**src/rtl/dict_pkg.sv**
```systemverilog
// Shared dictionary definitions: op codes, client FSM states and default widths.
// Used by dict_client, its interface and the dictionary itself.
package dict_pkg;

  localparam int DICT_ENTRIES      = 10;
  localparam int DICT_KEY_WIDTH    = 8;
  localparam int DICT_KEY_LENGTH   = 1;
  localparam int DICT_VALUE_WIDTH  = 32;
  localparam int DICT_VALUE_LENGTH = 1;

  localparam logic [2:0] OP_SET         = 3'd0;
  localparam logic [2:0] OP_GET         = 3'd1;
  localparam logic [2:0] OP_ENCODE      = 3'd2;
  localparam logic [2:0] OP_SET_FAST    = 3'd3;
  localparam logic [2:0] OP_GET_FAST    = 3'd4;
  localparam logic [2:0] OP_DELETE      = 3'd5;
  localparam logic [2:0] OP_DELETE_FAST = 3'd6;
  localparam logic [2:0] OP_ILLEGAL     = 3'd7;

  typedef enum logic [1:0] {
    ST_IDLE  = 2'd0,
    ST_ISSUE = 2'd1,
    ST_WAIT  = 2'd2,
    ST_RESP  = 2'd3
  } client_state_e;

  // Index-addressed ops finish one cycle earlier than key-searching ops
  function automatic logic is_fast_op(input logic [2:0] op);
    case (op)
      OP_SET_FAST, OP_GET_FAST, OP_DELETE_FAST: is_fast_op = 1'b1;
      default:                                  is_fast_op = 1'b0;
    endcase
  endfunction

endpackage

```
**src/rtl/dict_client_if.sv**
```systemverilog
// Command, dictionary-request and response bundle of dict_client.
// master = the client (drives o_*), slave = its environment (drives i_*).
interface dict_client_if
  import dict_pkg::*;
#(
  parameter int ENTRIES      = DICT_ENTRIES,
  parameter int KEY_WIDTH    = DICT_KEY_WIDTH,
  parameter int KEY_LENGTH   = DICT_KEY_LENGTH,
  parameter int VALUE_WIDTH  = DICT_VALUE_WIDTH,
  parameter int VALUE_LENGTH = DICT_VALUE_LENGTH,
  parameter int IDX_W        = $clog2(ENTRIES)
) ();

  logic                   i_cmd_valid;
  logic                   o_cmd_ready;
  logic [2:0]             i_cmd_op;
  logic [KEY_WIDTH-1:0]   i_cmd_key [KEY_LENGTH];
  logic [IDX_W-1:0]       i_cmd_index;
  logic [VALUE_WIDTH-1:0] i_cmd_value [VALUE_LENGTH];

  logic                   o_dict_en;
  logic                   o_dict_ready;
  logic [2:0]             o_dict_op;
  logic [KEY_WIDTH-1:0]   o_dict_key [KEY_LENGTH];
  logic [IDX_W-1:0]       o_dict_index;
  logic [VALUE_WIDTH-1:0] o_dict_value [VALUE_LENGTH];
  logic [VALUE_WIDTH-1:0] i_dict_value [VALUE_LENGTH];
  logic [IDX_W-1:0]       i_dict_index;
  logic                   i_dict_done;
  logic                   i_dict_err;

  logic                   o_rsp_valid;
  logic                   i_rsp_ready;
  logic [VALUE_WIDTH-1:0] o_rsp_value [VALUE_LENGTH];
  logic [IDX_W-1:0]       o_rsp_index;
  logic                   o_rsp_err;
  logic                   o_rsp_timeout;

  modport master (
    input  i_cmd_valid, i_cmd_op, i_cmd_key, i_cmd_index, i_cmd_value,
    input  i_dict_value, i_dict_index, i_dict_done, i_dict_err, i_rsp_ready,
    output o_cmd_ready, o_dict_en, o_dict_ready, o_dict_op, o_dict_key,
    output o_dict_index, o_dict_value, o_rsp_valid, o_rsp_value, o_rsp_index,
    output o_rsp_err, o_rsp_timeout
  );

  modport slave (
    output i_cmd_valid, i_cmd_op, i_cmd_key, i_cmd_index, i_cmd_value,
    output i_dict_value, i_dict_index, i_dict_done, i_dict_err, i_rsp_ready,
    input  o_cmd_ready, o_dict_en, o_dict_ready, o_dict_op, o_dict_key,
    input  o_dict_index, o_dict_value, o_rsp_valid, o_rsp_value, o_rsp_index,
    input  o_rsp_err, o_rsp_timeout
  );

endinterface

```
**src/rtl/dict_client_timer.sv**
```systemverilog
// Loadable down-counter for the dict_client response timeout.
// Holds at zero; o_expired is high whenever the count is zero.
module dict_client_timer #(
  parameter int W        = 4,
  parameter int LOAD_VAL = 14
) (
  input  logic i_clk,
  input  logic i_rst,
  input  logic i_load,
  input  logic i_en,
  output logic o_expired
);

  logic [W-1:0] r_count;

  // Load on request, otherwise count down to zero while enabled
  always_ff @(posedge i_clk or posedge i_rst) begin
    if (i_rst) begin
      r_count <= '0;
    end else if (i_load) begin
      r_count <= W'(LOAD_VAL);
    end else if (i_en && (r_count != '0)) begin
      r_count <= r_count - W'(1);
    end
  end

  assign o_expired = (r_count == '0);

endmodule

```
**src/rtl/dict_client.sv**
```systemverilog
// Initiator side of the dictionary op protocol: one command in flight, response timeout.
// Optional one-entry GET cache enabled by defining DICT_CLIENT_CACHE_EN.
module dict_client
  import dict_pkg::*;
#(
  parameter int ENTRIES        = DICT_ENTRIES,
  parameter int KEY_WIDTH      = DICT_KEY_WIDTH,
  parameter int KEY_LENGTH     = DICT_KEY_LENGTH,
  parameter int VALUE_WIDTH    = DICT_VALUE_WIDTH,
  parameter int VALUE_LENGTH   = DICT_VALUE_LENGTH,
  parameter int TIMEOUT_CYCLES = 15,
  localparam int IDX_W         = $clog2(ENTRIES),
  localparam int TMR_W         = $clog2(TIMEOUT_CYCLES)
) (
  input logic           i_clk,
  input logic           i_rst,
  dict_client_if.master bus
);

  client_state_e          r_state;
  client_state_e          w_state_nxt;
  logic                   w_cmd_ready;
  logic                   w_accept;
  logic                   w_capture;
  logic                   w_timeout;
  logic                   w_expired;
  logic                   w_dict_en_nxt;
  logic [2:0]             w_issue_op;
  logic [IDX_W-1:0]       w_issue_idx;

  logic                   r_dict_en;
  logic                   r_dict_ready;
  logic [2:0]             r_dict_op;
  logic [KEY_WIDTH-1:0]   r_dict_key [KEY_LENGTH];
  logic [IDX_W-1:0]       r_dict_index;
  logic [VALUE_WIDTH-1:0] r_dict_value [VALUE_LENGTH];
  logic                   r_rsp_valid;
  logic [VALUE_WIDTH-1:0] r_rsp_value [VALUE_LENGTH];
  logic [IDX_W-1:0]       r_rsp_index;
  logic                   r_rsp_err;
  logic                   r_rsp_timeout;

  // A stale done from the previous request must clear before the next accept
  assign w_cmd_ready = (r_state == ST_IDLE) && !bus.i_dict_done;

`ifdef DICT_CLIENT_CACHE_EN
  logic                 r_cache_valid;
  logic [KEY_WIDTH-1:0] r_cache_key [KEY_LENGTH];
  logic [IDX_W-1:0]     r_cache_idx;
  logic                 w_key_match;
  logic                 w_cache_hit;
  logic                 w_cache_kill;
  logic                 w_cache_fill;

  // Cache lookup: a GET of the cached key is rewritten to GET_FAST
  always_comb begin
    w_key_match = 1'b1;
    for (int i = 0; i < KEY_LENGTH; i++) begin
      w_key_match = w_key_match && (bus.i_cmd_key[i] == r_cache_key[i]);
    end
    w_cache_hit  = r_cache_valid && (bus.i_cmd_op == OP_GET) && w_key_match;
    w_cache_kill = (bus.i_cmd_op == OP_DELETE) || (bus.i_cmd_op == OP_DELETE_FAST) ||
                   ((bus.i_cmd_op == OP_SET_FAST) && (bus.i_cmd_index == r_cache_idx));
    w_cache_fill = w_capture && !bus.i_dict_err &&
                   ((r_dict_op == OP_GET) || (r_dict_op == OP_ENCODE) || (r_dict_op == OP_SET));
    w_issue_op   = w_cache_hit ? OP_GET_FAST : bus.i_cmd_op;
    w_issue_idx  = w_cache_hit ? r_cache_idx : bus.i_cmd_index;
  end

  // Cache entry: filled on clean completion, dropped on delete or overwrite
  always_ff @(posedge i_clk or posedge i_rst) begin
    if (i_rst) begin
      r_cache_valid <= 1'b0;
      r_cache_idx   <= '0;
      for (int i = 0; i < KEY_LENGTH; i++) r_cache_key[i] <= '0;
    end else if (w_accept && w_cache_kill) begin
      r_cache_valid <= 1'b0;
    end else if (w_cache_fill) begin
      r_cache_valid <= 1'b1;
      r_cache_key   <= r_dict_key;
      r_cache_idx   <= bus.i_dict_index;
    end
  end
`else
  assign w_issue_op  = bus.i_cmd_op;
  assign w_issue_idx = bus.i_cmd_index;
`endif

  // Next-state decode
  always_comb begin
    w_state_nxt = r_state;
    w_accept    = 1'b0;
    w_capture   = 1'b0;
    w_timeout   = 1'b0;
    case (r_state)
      ST_IDLE: begin
        if (bus.i_cmd_valid && w_cmd_ready) begin
          w_accept    = 1'b1;
          w_state_nxt = (bus.i_cmd_op == OP_ILLEGAL) ? ST_RESP : ST_ISSUE;
        end else begin
          w_state_nxt = ST_IDLE;
        end
      end
      ST_ISSUE: w_state_nxt = ST_WAIT;
      ST_WAIT: begin
        if (bus.i_dict_done) begin
          w_capture   = 1'b1;
          w_state_nxt = ST_RESP;
        end else if (w_expired) begin
          w_timeout   = 1'b1;
          w_state_nxt = ST_RESP;
        end else begin
          w_state_nxt = ST_WAIT;
        end
      end
      ST_RESP: w_state_nxt = bus.i_rsp_ready ? ST_IDLE : ST_RESP;
      default: w_state_nxt = ST_IDLE;
    endcase
    // Enable stays up through RESP only for requests that reached the dictionary
    w_dict_en_nxt = (w_state_nxt == ST_ISSUE) || (w_state_nxt == ST_WAIT) ||
                    ((w_state_nxt == ST_RESP) && r_dict_en);
  end

  // State and control-output registers
  always_ff @(posedge i_clk or posedge i_rst) begin
    if (i_rst) begin
      r_state      <= ST_IDLE;
      r_dict_en    <= 1'b0;
      r_dict_ready <= 1'b0;
      r_rsp_valid  <= 1'b0;
    end else begin
      r_state      <= w_state_nxt;
      r_dict_en    <= w_dict_en_nxt;
      r_dict_ready <= (w_state_nxt == ST_ISSUE);
      r_rsp_valid  <= (w_state_nxt == ST_RESP);
    end
  end

  // Request latch on accept; response capture on done, timeout or illegal op
  always_ff @(posedge i_clk or posedge i_rst) begin
    if (i_rst) begin
      r_dict_op     <= OP_SET;
      r_dict_index  <= '0;
      r_rsp_index   <= '0;
      r_rsp_err     <= 1'b0;
      r_rsp_timeout <= 1'b0;
      for (int i = 0; i < KEY_LENGTH; i++) r_dict_key[i] <= '0;
      for (int i = 0; i < VALUE_LENGTH; i++) begin
        r_dict_value[i] <= '0;
        r_rsp_value[i]  <= '0;
      end
    end else begin
      if (w_accept && (bus.i_cmd_op != OP_ILLEGAL)) begin
        r_dict_op    <= w_issue_op;
        r_dict_key   <= bus.i_cmd_key;
        r_dict_index <= w_issue_idx;
        r_dict_value <= bus.i_cmd_value;
      end
      if (w_capture) begin
        r_rsp_value   <= bus.i_dict_value;
        r_rsp_index   <= bus.i_dict_index;
        r_rsp_err     <= bus.i_dict_err;
        r_rsp_timeout <= 1'b0;
      end else if (w_timeout || (w_accept && (bus.i_cmd_op == OP_ILLEGAL))) begin
        for (int i = 0; i < VALUE_LENGTH; i++) r_rsp_value[i] <= '0;
        r_rsp_index   <= '0;
        r_rsp_err     <= 1'b1;
        r_rsp_timeout <= w_timeout;
      end
    end
  end

  dict_client_timer #(
    .W        (TMR_W),
    .LOAD_VAL (TIMEOUT_CYCLES - 1)
  ) u_timer (
    .i_clk     (i_clk),
    .i_rst     (i_rst),
    .i_load    (r_state == ST_ISSUE),
    .i_en      (r_state == ST_WAIT),
    .o_expired (w_expired)
  );

  assign bus.o_cmd_ready   = w_cmd_ready && !i_rst;
  assign bus.o_dict_en     = r_dict_en;
  assign bus.o_dict_ready  = r_dict_ready;
  assign bus.o_dict_op     = r_dict_op;
  assign bus.o_dict_key    = r_dict_key;
  assign bus.o_dict_index  = r_dict_index;
  assign bus.o_dict_value  = r_dict_value;
  assign bus.o_rsp_valid   = r_rsp_valid;
  assign bus.o_rsp_value   = r_rsp_value;
  assign bus.o_rsp_index   = r_rsp_index;
  assign bus.o_rsp_err     = r_rsp_err;
  assign bus.o_rsp_timeout = r_rsp_timeout;

endmodule

```
**src/flat_wrapper.sv**
```systemverilog
// flat-port wrapper written by rule: the top's interface ports become plain ports
module dict_client_flat import dict_pkg::*;
#(
  parameter int ENTRIES        = DICT_ENTRIES,
  parameter int KEY_WIDTH      = DICT_KEY_WIDTH,
  parameter int KEY_LENGTH     = DICT_KEY_LENGTH,
  parameter int VALUE_WIDTH    = DICT_VALUE_WIDTH,
  parameter int VALUE_LENGTH   = DICT_VALUE_LENGTH,
  parameter int TIMEOUT_CYCLES = 15,
  localparam int IDX_W         = $clog2(ENTRIES),
  localparam int TMR_W         = $clog2(TIMEOUT_CYCLES)
)
  (i_clk, i_rst, bus_i_cmd_valid, bus_i_cmd_op, bus_i_cmd_key, bus_i_cmd_index, bus_i_cmd_value, bus_i_dict_value, bus_i_dict_index, bus_i_dict_done, bus_i_dict_err, bus_i_rsp_ready, bus_o_cmd_ready, bus_o_dict_en, bus_o_dict_ready, bus_o_dict_op, bus_o_dict_key, bus_o_dict_index, bus_o_dict_value, bus_o_rsp_valid, bus_o_rsp_value, bus_o_rsp_index, bus_o_rsp_err, bus_o_rsp_timeout);
  dict_client_if #(.ENTRIES(ENTRIES), .KEY_WIDTH(KEY_WIDTH), .KEY_LENGTH(KEY_LENGTH), .VALUE_WIDTH(VALUE_WIDTH), .VALUE_LENGTH(VALUE_LENGTH)) bus_i ();
  input logic i_clk;
  input logic i_rst;
  input wire logic [$bits(bus_i.i_cmd_valid)-1:0] bus_i_cmd_valid;
  input wire logic [$bits(bus_i.i_cmd_op)-1:0] bus_i_cmd_op;
  input wire logic [$bits(bus_i.i_cmd_key)-1:0] bus_i_cmd_key;
  input wire logic [$bits(bus_i.i_cmd_index)-1:0] bus_i_cmd_index;
  input wire logic [$bits(bus_i.i_cmd_value)-1:0] bus_i_cmd_value;
  input wire logic [$bits(bus_i.i_dict_value)-1:0] bus_i_dict_value;
  input wire logic [$bits(bus_i.i_dict_index)-1:0] bus_i_dict_index;
  input wire logic [$bits(bus_i.i_dict_done)-1:0] bus_i_dict_done;
  input wire logic [$bits(bus_i.i_dict_err)-1:0] bus_i_dict_err;
  input wire logic [$bits(bus_i.i_rsp_ready)-1:0] bus_i_rsp_ready;
  output wire logic [$bits(bus_i.o_cmd_ready)-1:0] bus_o_cmd_ready;
  output wire logic [$bits(bus_i.o_dict_en)-1:0] bus_o_dict_en;
  output wire logic [$bits(bus_i.o_dict_ready)-1:0] bus_o_dict_ready;
  output wire logic [$bits(bus_i.o_dict_op)-1:0] bus_o_dict_op;
  output wire logic [$bits(bus_i.o_dict_key)-1:0] bus_o_dict_key;
  output wire logic [$bits(bus_i.o_dict_index)-1:0] bus_o_dict_index;
  output wire logic [$bits(bus_i.o_dict_value)-1:0] bus_o_dict_value;
  output wire logic [$bits(bus_i.o_rsp_valid)-1:0] bus_o_rsp_valid;
  output wire logic [$bits(bus_i.o_rsp_value)-1:0] bus_o_rsp_value;
  output wire logic [$bits(bus_i.o_rsp_index)-1:0] bus_o_rsp_index;
  output wire logic [$bits(bus_i.o_rsp_err)-1:0] bus_o_rsp_err;
  output wire logic [$bits(bus_i.o_rsp_timeout)-1:0] bus_o_rsp_timeout;
  assign bus_i.i_cmd_valid = bus_i_cmd_valid;
  assign bus_i.i_cmd_op = bus_i_cmd_op;
  assign bus_i.i_cmd_key = {>>{bus_i_cmd_key}};
  assign bus_i.i_cmd_index = bus_i_cmd_index;
  assign bus_i.i_cmd_value = {>>{bus_i_cmd_value}};
  assign bus_i.i_dict_value = {>>{bus_i_dict_value}};
  assign bus_i.i_dict_index = bus_i_dict_index;
  assign bus_i.i_dict_done = bus_i_dict_done;
  assign bus_i.i_dict_err = bus_i_dict_err;
  assign bus_i.i_rsp_ready = bus_i_rsp_ready;
  assign bus_o_cmd_ready = bus_i.o_cmd_ready;
  assign bus_o_dict_en = bus_i.o_dict_en;
  assign bus_o_dict_ready = bus_i.o_dict_ready;
  assign bus_o_dict_op = bus_i.o_dict_op;
  assign bus_o_dict_key = {>>{bus_i.o_dict_key}};
  assign bus_o_dict_index = bus_i.o_dict_index;
  assign bus_o_dict_value = {>>{bus_i.o_dict_value}};
  assign bus_o_rsp_valid = bus_i.o_rsp_valid;
  assign bus_o_rsp_value = {>>{bus_i.o_rsp_value}};
  assign bus_o_rsp_index = bus_i.o_rsp_index;
  assign bus_o_rsp_err = bus_i.o_rsp_err;
  assign bus_o_rsp_timeout = bus_i.o_rsp_timeout;
  dict_client #(.ENTRIES(ENTRIES), .KEY_WIDTH(KEY_WIDTH), .KEY_LENGTH(KEY_LENGTH), .VALUE_WIDTH(VALUE_WIDTH), .VALUE_LENGTH(VALUE_LENGTH), .TIMEOUT_CYCLES(TIMEOUT_CYCLES)) u_core (.i_clk(i_clk), .i_rst(i_rst), .bus(bus_i));
endmodule
```
**config.mk**
```make
export PLATFORM = sky130hd
export DESIGN_NAME = dict_client_flat
export DESIGN_NICKNAME = d
export VERILOG_FILES = /design/src/rtl/dict_pkg.sv /design/src/rtl/dict_client_if.sv /design/src/rtl/dict_client_timer.sv /design/src/rtl/dict_client.sv /design/src/flat_wrapper.sv
export SDC_FILE = /design/constraint.sdc
export NUM_CORES = 1
export LEC_CHECK = 0
export CORE_MARGIN = 1
export CORE_UTILIZATION = 37
export DETAILED_ROUTE_END_ITERATION = 8
export GPL_ROUTABILITY_DRIVEN = 0
export MAX_ROUTING_LAYER = met4
export PLACE_DENSITY_LB_ADDON = 0.08
export SLEW_MARGIN = 10
export SYNTH_ARGS = -nofsm -noshare
export SYNTH_HDL_FRONTEND = slang
export SYNTH_HIERARCHICAL = 1
export SYNTH_SLANG_ARGS = --single-unit
```
**constraint.sdc**
```tcl
create_clock -name i_clk -period 2.7 [get_ports i_clk]
set_input_delay 0.54 -clock i_clk [delete_from_list [all_inputs] [get_ports i_clk]]
set_output_delay 0.54 -clock i_clk [all_outputs]
set_load 0.02 [all_outputs]
```
Word level (Yosys, flattened, before mapping) --
Index checks and enable logic that the tools add are counted.
Word-level totals: register bits after elaboration 94, output and inout port bits 89, logic and storage cells 62
Cells by class: add/sub/neg operators 1, eq/ne operators 8, mux-type cells 23, reduce and logical (&&, ||, !) cells 17
Operators with widths (count):
- $mux 32 | 2
- $mux 4 | 4
- $mux 1 | 12
- $eq 2x2->1 const B | 4
- $mux 2 | 4
- $pmux 2 s4 | 1
- $logic_and 1x1->1 | 7
- $eq 2x1->1 const B | 2
- $logic_not 4->1 | 1
- $reduce_bool 2->1 | 2
- $reduce_bool 4->1 | 1
- $sub 4x1->4 const B | 1
- $eq 3x3->1 const B | 1
- $logic_or 1x1->1 | 3
- $ne 3x3->1 const B | 1
- $logic_not 1->1 | 2
- $logic_not 2->1 | 1

Logic depth before layout (Yosys ltp) --
depth in word-level cells 9, depth in mapped cells 8, depth with buffers taken out 8

By module --
Netlist, hierarchy kept.
By module, submodules not included:
- dict_client | instances 1, cells an instance 215, area each 3523.4 um^2
- dict_client_timer | instances 1, cells an instance 22, area each 230.2 um^2

Least setup slack after synthesis --
No wires, ideal clock.
path type input-to-reg, start point input bus_i_dict_done, end point register u_core.r_dict_value (netlist bit u_core/bus.o_dict_value[10]), library setup time 0.125 ns, data arrival time 1.822 ns, required time 2.575 ns, path slack 0.753 ns, cell stages on the path 5, path buffers 2, cell sequence or4b_4 -> nor2_4 -> buf_12 -> buf_12 -> mux2_4
Between the ends: word-level cells in the longest chain between the ends 6
RTL lines:
- from (decl) | line flat_wrapper.sv:24 | input wire logic [$bits(bus_i.i_dict_done)-1:0] bus_i_dict_done;
- $logic_not 1->1 | line dict_client.sv:44 | assign w_cmd_ready = (r_state == ST_IDLE) && !bus.i_dict_done;
- $logic_and 1x1->1 | line dict_client.sv:44
- $logic_and 1x1->1 | line dict_client.sv:97 | if (bus.i_cmd_valid && w_cmd_ready) begin
- $mux 1 | line dict_client.sv:97
- $mux 1 | line dict_client.sv:95 | case (r_state)
- $logic_and 1x1->1 | line dict_client.sv:153 | if (w_accept && (bus.i_cmd_op != OP_ILLEGAL)) begin
- to (signal assigned) | line dict_client.sv:157 | r_dict_value <= bus.i_cmd_value;
- to (decl) | line dict_client.sv:36 | logic [VALUE_WIDTH-1:0] r_dict_value [VALUE_LENGTH];
Every way passes these cells. A chain may end at the register's enable or synchronous reset.

Worst setup path in the final report --
start point input bus_i_dict_done, end point output bus_o_cmd_ready
Between the ends: word-level cells in the longest chain between the ends 3
RTL lines:
- $logic_not 1->1 | line dict_client.sv:44
- $logic_and 1x1->1 | line dict_client.sv:44
- $logic_and 1x1->1 | line dict_client.sv:184 | assign bus.o_cmd_ready = w_cmd_ready && !i_rst;
- to (decl) | line flat_wrapper.sv:27 | output wire logic [$bits(bus_i.o_cmd_ready)-1:0] bus_o_cmd_ready;
Every way passes these cells.

==> flow_summary.json <==
{
  "synth_top_area_cell": "dfrtp_1",
  "synthTopCellsByArea": "dfrtp_1 63%, mux2_4 11%, a22o_1 8.4%",
  "cts_setup_buffers": 0,
  "cts.htree.levels": 3,
  "yosys.area.top_type_share_pct": 62.7,
  "drive_above_1_share_pct": 18.0,
  "power.density_mw_per_mm2": 1190,
  "antenna_left": 0,
  "drv_slew": 0,
  "cts_hold_buf": 0,
  "clk_latency_ns": 0.36,
  "io_buffers": 177,
  "fp-row-count": 36,
  "dp_cells": 539,
  "io_pins": 178,
  "synth_common_cells": "94 x dfrtp_1, 36 x a22o_1, 28 x mux2_4, 18 x mux2_2, 6 x inv_1",
  "critPathMaxFanout": 5,
  "die_w_um": 103,
  "synthesis.area_mm2": 0.00375,
  "worst-endpoint-arrival_ns": 1.98,
  "ir_drop_mv": 0.621,
  "grt_pass1_wl_mm": 13.6,
  "start_util_pct": 38.2,
  "critPathSlowestCell": "clkdlybuf4s50_1",
  "ys_seq_area_share_pct": 62.7,
  "postCtsResizedCells": 0,
  "die_h_um": 103,
  "cpPeakStageDelay_ns": 0.65,
  "finalNonFillerCells": 555,
  "timing.setup.tns_ns": 0,
  "grt.total_usage_pct": 17.7,
  "cts_root_buffer": "clkbuf_8",
  "fmax_mhz": 396,
  "synthDistinctLibCells": 36,
  "worstPathRequired_ns": 2.16,
  "yosysMostFrequentCell": "dfrtp_1",
  "setup_violations": 0,
  "via_count": 2651,
  "timing.rr.start": "u_core/u_timer/r_count[0]",
  "drv_cap": 0,
  "area_growth_pct": 55.3,
  "multi_input_area_mm2": 0.00124,
  "numCtsBuffers": 9,
  "grt_overflow_total": 0,
  "finalWirelength_mm": 8.93,
  "status": "completed",
  "dr.pass1.iters": 4,
  "cts_tree": "done",
  "first_global_vias": 2672,
  "p_leak_nw": 2.49,
  "synth_edf_count": 0,
  "slew_headroom_pct": 69.5,
  "syn_area_per_cell_um2": 15.8,
  "n_fill_cell": 854,
  "fin_skew_ns": 0.00943,
  "worst-setup-path-type": "in -> out",
  "cp-end-kind": "primary output",
  "synth.ff_latch_count": 94,
  "antenna_found_initial": 0,
  "drt-wirelength-per-cell_um": 16.1,
  "async_reset_ff_share_pct": 100,
  "final_util_pct": 59.4,
  "coreArea_mm2": 0.00982,
  "n_antenna_cell": 0,
  "startpoint": "bus_i_dict_done",
  "timing.final.crit_share_pct": 93.4,
  "cp_cell_sequence": "clkdlybuf4s50_1, nor4_1, clkdlybuf4s50_1",
  "die_area_mm2": 0.0106,
  "vias_per_cell": 4.78,
  "worst_pin_slew_ns": 0.451,
  "synth_cells": 237,
  "drtIter0Drc": 65,
  "nNetsFinal": 509,
  "hold_viol": 0,
  "dp_hpwl_mm": 6.30,
  "ys_warn_count": 6,
  "clockBufferDepth": 2,
  "cts_num_sinks": 94,
  "drc_errors": 0,
  "worst_path_most_repeated_cell": "clkdlybuf4s50_1",
  "clk_pin_slew_ns": 0.09,
  "rsz0062_at_grt": "no",
  "grt_max_degree": 57,
  "synth_ff_type": "dfrtp_1",
  "holdCritPathClass": "in -> async",
  "period_needed_ns": 2.52,
  "regArea_mm2": 0.00235,
  "syn-num-nets": 329,
  "crit_path_start_kind": "primary input"
}
==> layout by cell type (no fill, tap or decap), types with 2 or more instances in the layout <==
master	count
or4b_4	2
ha_1	3
clkdlybuf4s50_1	177
inv_1	5
nand2_1	3
buf_4	4
a22o_1	36
mux2_2	18
clkbuf_8	9
clkinvlp_4	3
nor2b_1	4
o22a_1	2
buf_12	2
inv_6	2
a21oi_1	2
clkinv_2	2
o21ai_0	2
dfrtp_1	94
nand3_1	2
nor2_1	4
mux2_4	28
==> cell families (layout without fill, tap and decap cells) <==
family,count (synthesis),count (layout),share of synthesized area [%]
compound gates,49,49,11.1
fa+ha+maj,3,3,1.00
buf+inv,20,205,4.17
flops,94,94,62.7
mux,47,47,16.9
simple gates,24,24,4.23
==> final timing paths <==
path | endpoint | slack [ns] | cells after the start
setup / recovery | bus_o_cmd_ready | 0.18 | 3
hold / removal | u_core/u_timer/r_count[0] | 0.47 | 2
setup reg to reg | u_core/bus.o_dict_en | 0.68 | 8
hold reg to reg | u_core/bus.o_dict_en | 0.48 | 1
max in group asynchronous | u_core/bus.o_dict_value[24] | 1.58 | 3
min in group i_clk | u_core/bus.o_dict_en | 0.48 | 1
==> layer usage <==
layer	GRT usage (%)	wire length [µm]	vias to the layer above
met1	23.7	4040	1304
li1	-	-	1222
met5	-	0	-
met4	8.57	159	0
met3	3.93	654	13
met2	25.5	4070	112
==> worst max-delay path, delay by kind of cell <==
| kind | cells | cell delay (ns) |
|---|---|---|
| simple gates | 1 | 0.31 |
| buf+inv | 2 | 1.13 |
==> area by class of cell <==
cell class | instances | share of cell area [%]
clock buffer | 9 | 2.13
inverter | 6 | 0.451
multi-input combinational | 123 | 21.4
timing repair buffer | 183 | 31.6
tap | 133 | 2.86
clock inverter | 7 | 1.25
sequential | 94 | 40.4
==> sequential cells by signal, summed over array words and instances, names as in the netlist <==
register	count
u_core/u_timer/r_count	4
u_core/bus.o_dict_value	32
u_core/bus.o_dict_en	1
u_core/bus.o_rsp_valid	1
u_core/bus.o_dict_op	3
u_core/bus.o_dict_ready	1
u_core/bus.o_rsp_value	32
u_core/bus.o_rsp_timeout	1
u_core/r_state	2
u_core/bus.o_rsp_err	1
u_core/bus.o_dict_key	8
u_core/bus.o_dict_index	4
u_core/bus.o_rsp_index	4
==> where the power goes <==
group	switching (mW)	leakage, nW	total [mW]	internal [mW]
combinational	1.56	1.25	3.49	1.92
sequential	0.401	1.15	2.48	2.08
clock	0.506	0.0960	0.938	0.431
total	2.47	2.49	6.91	4.44
==> metrics by stage <==
stage	hold WS (ns)	power, mW	cell area, µm²	setup WS [ns]
2_1_floorplan	0.306	4.38	3760	0.753
3_3_place_gp	0.463	5.97	5630	0.155
3_5_place_dp	0.470	6.02	5630	0.103
4_1_cts	0.457	6.99	5830	0.159
5_1_grt	0.495	7.31	5830	0.0902
6_report	0.471	6.91	5830	0.178
Note: power is estimated with default switching activity, not from simulation.
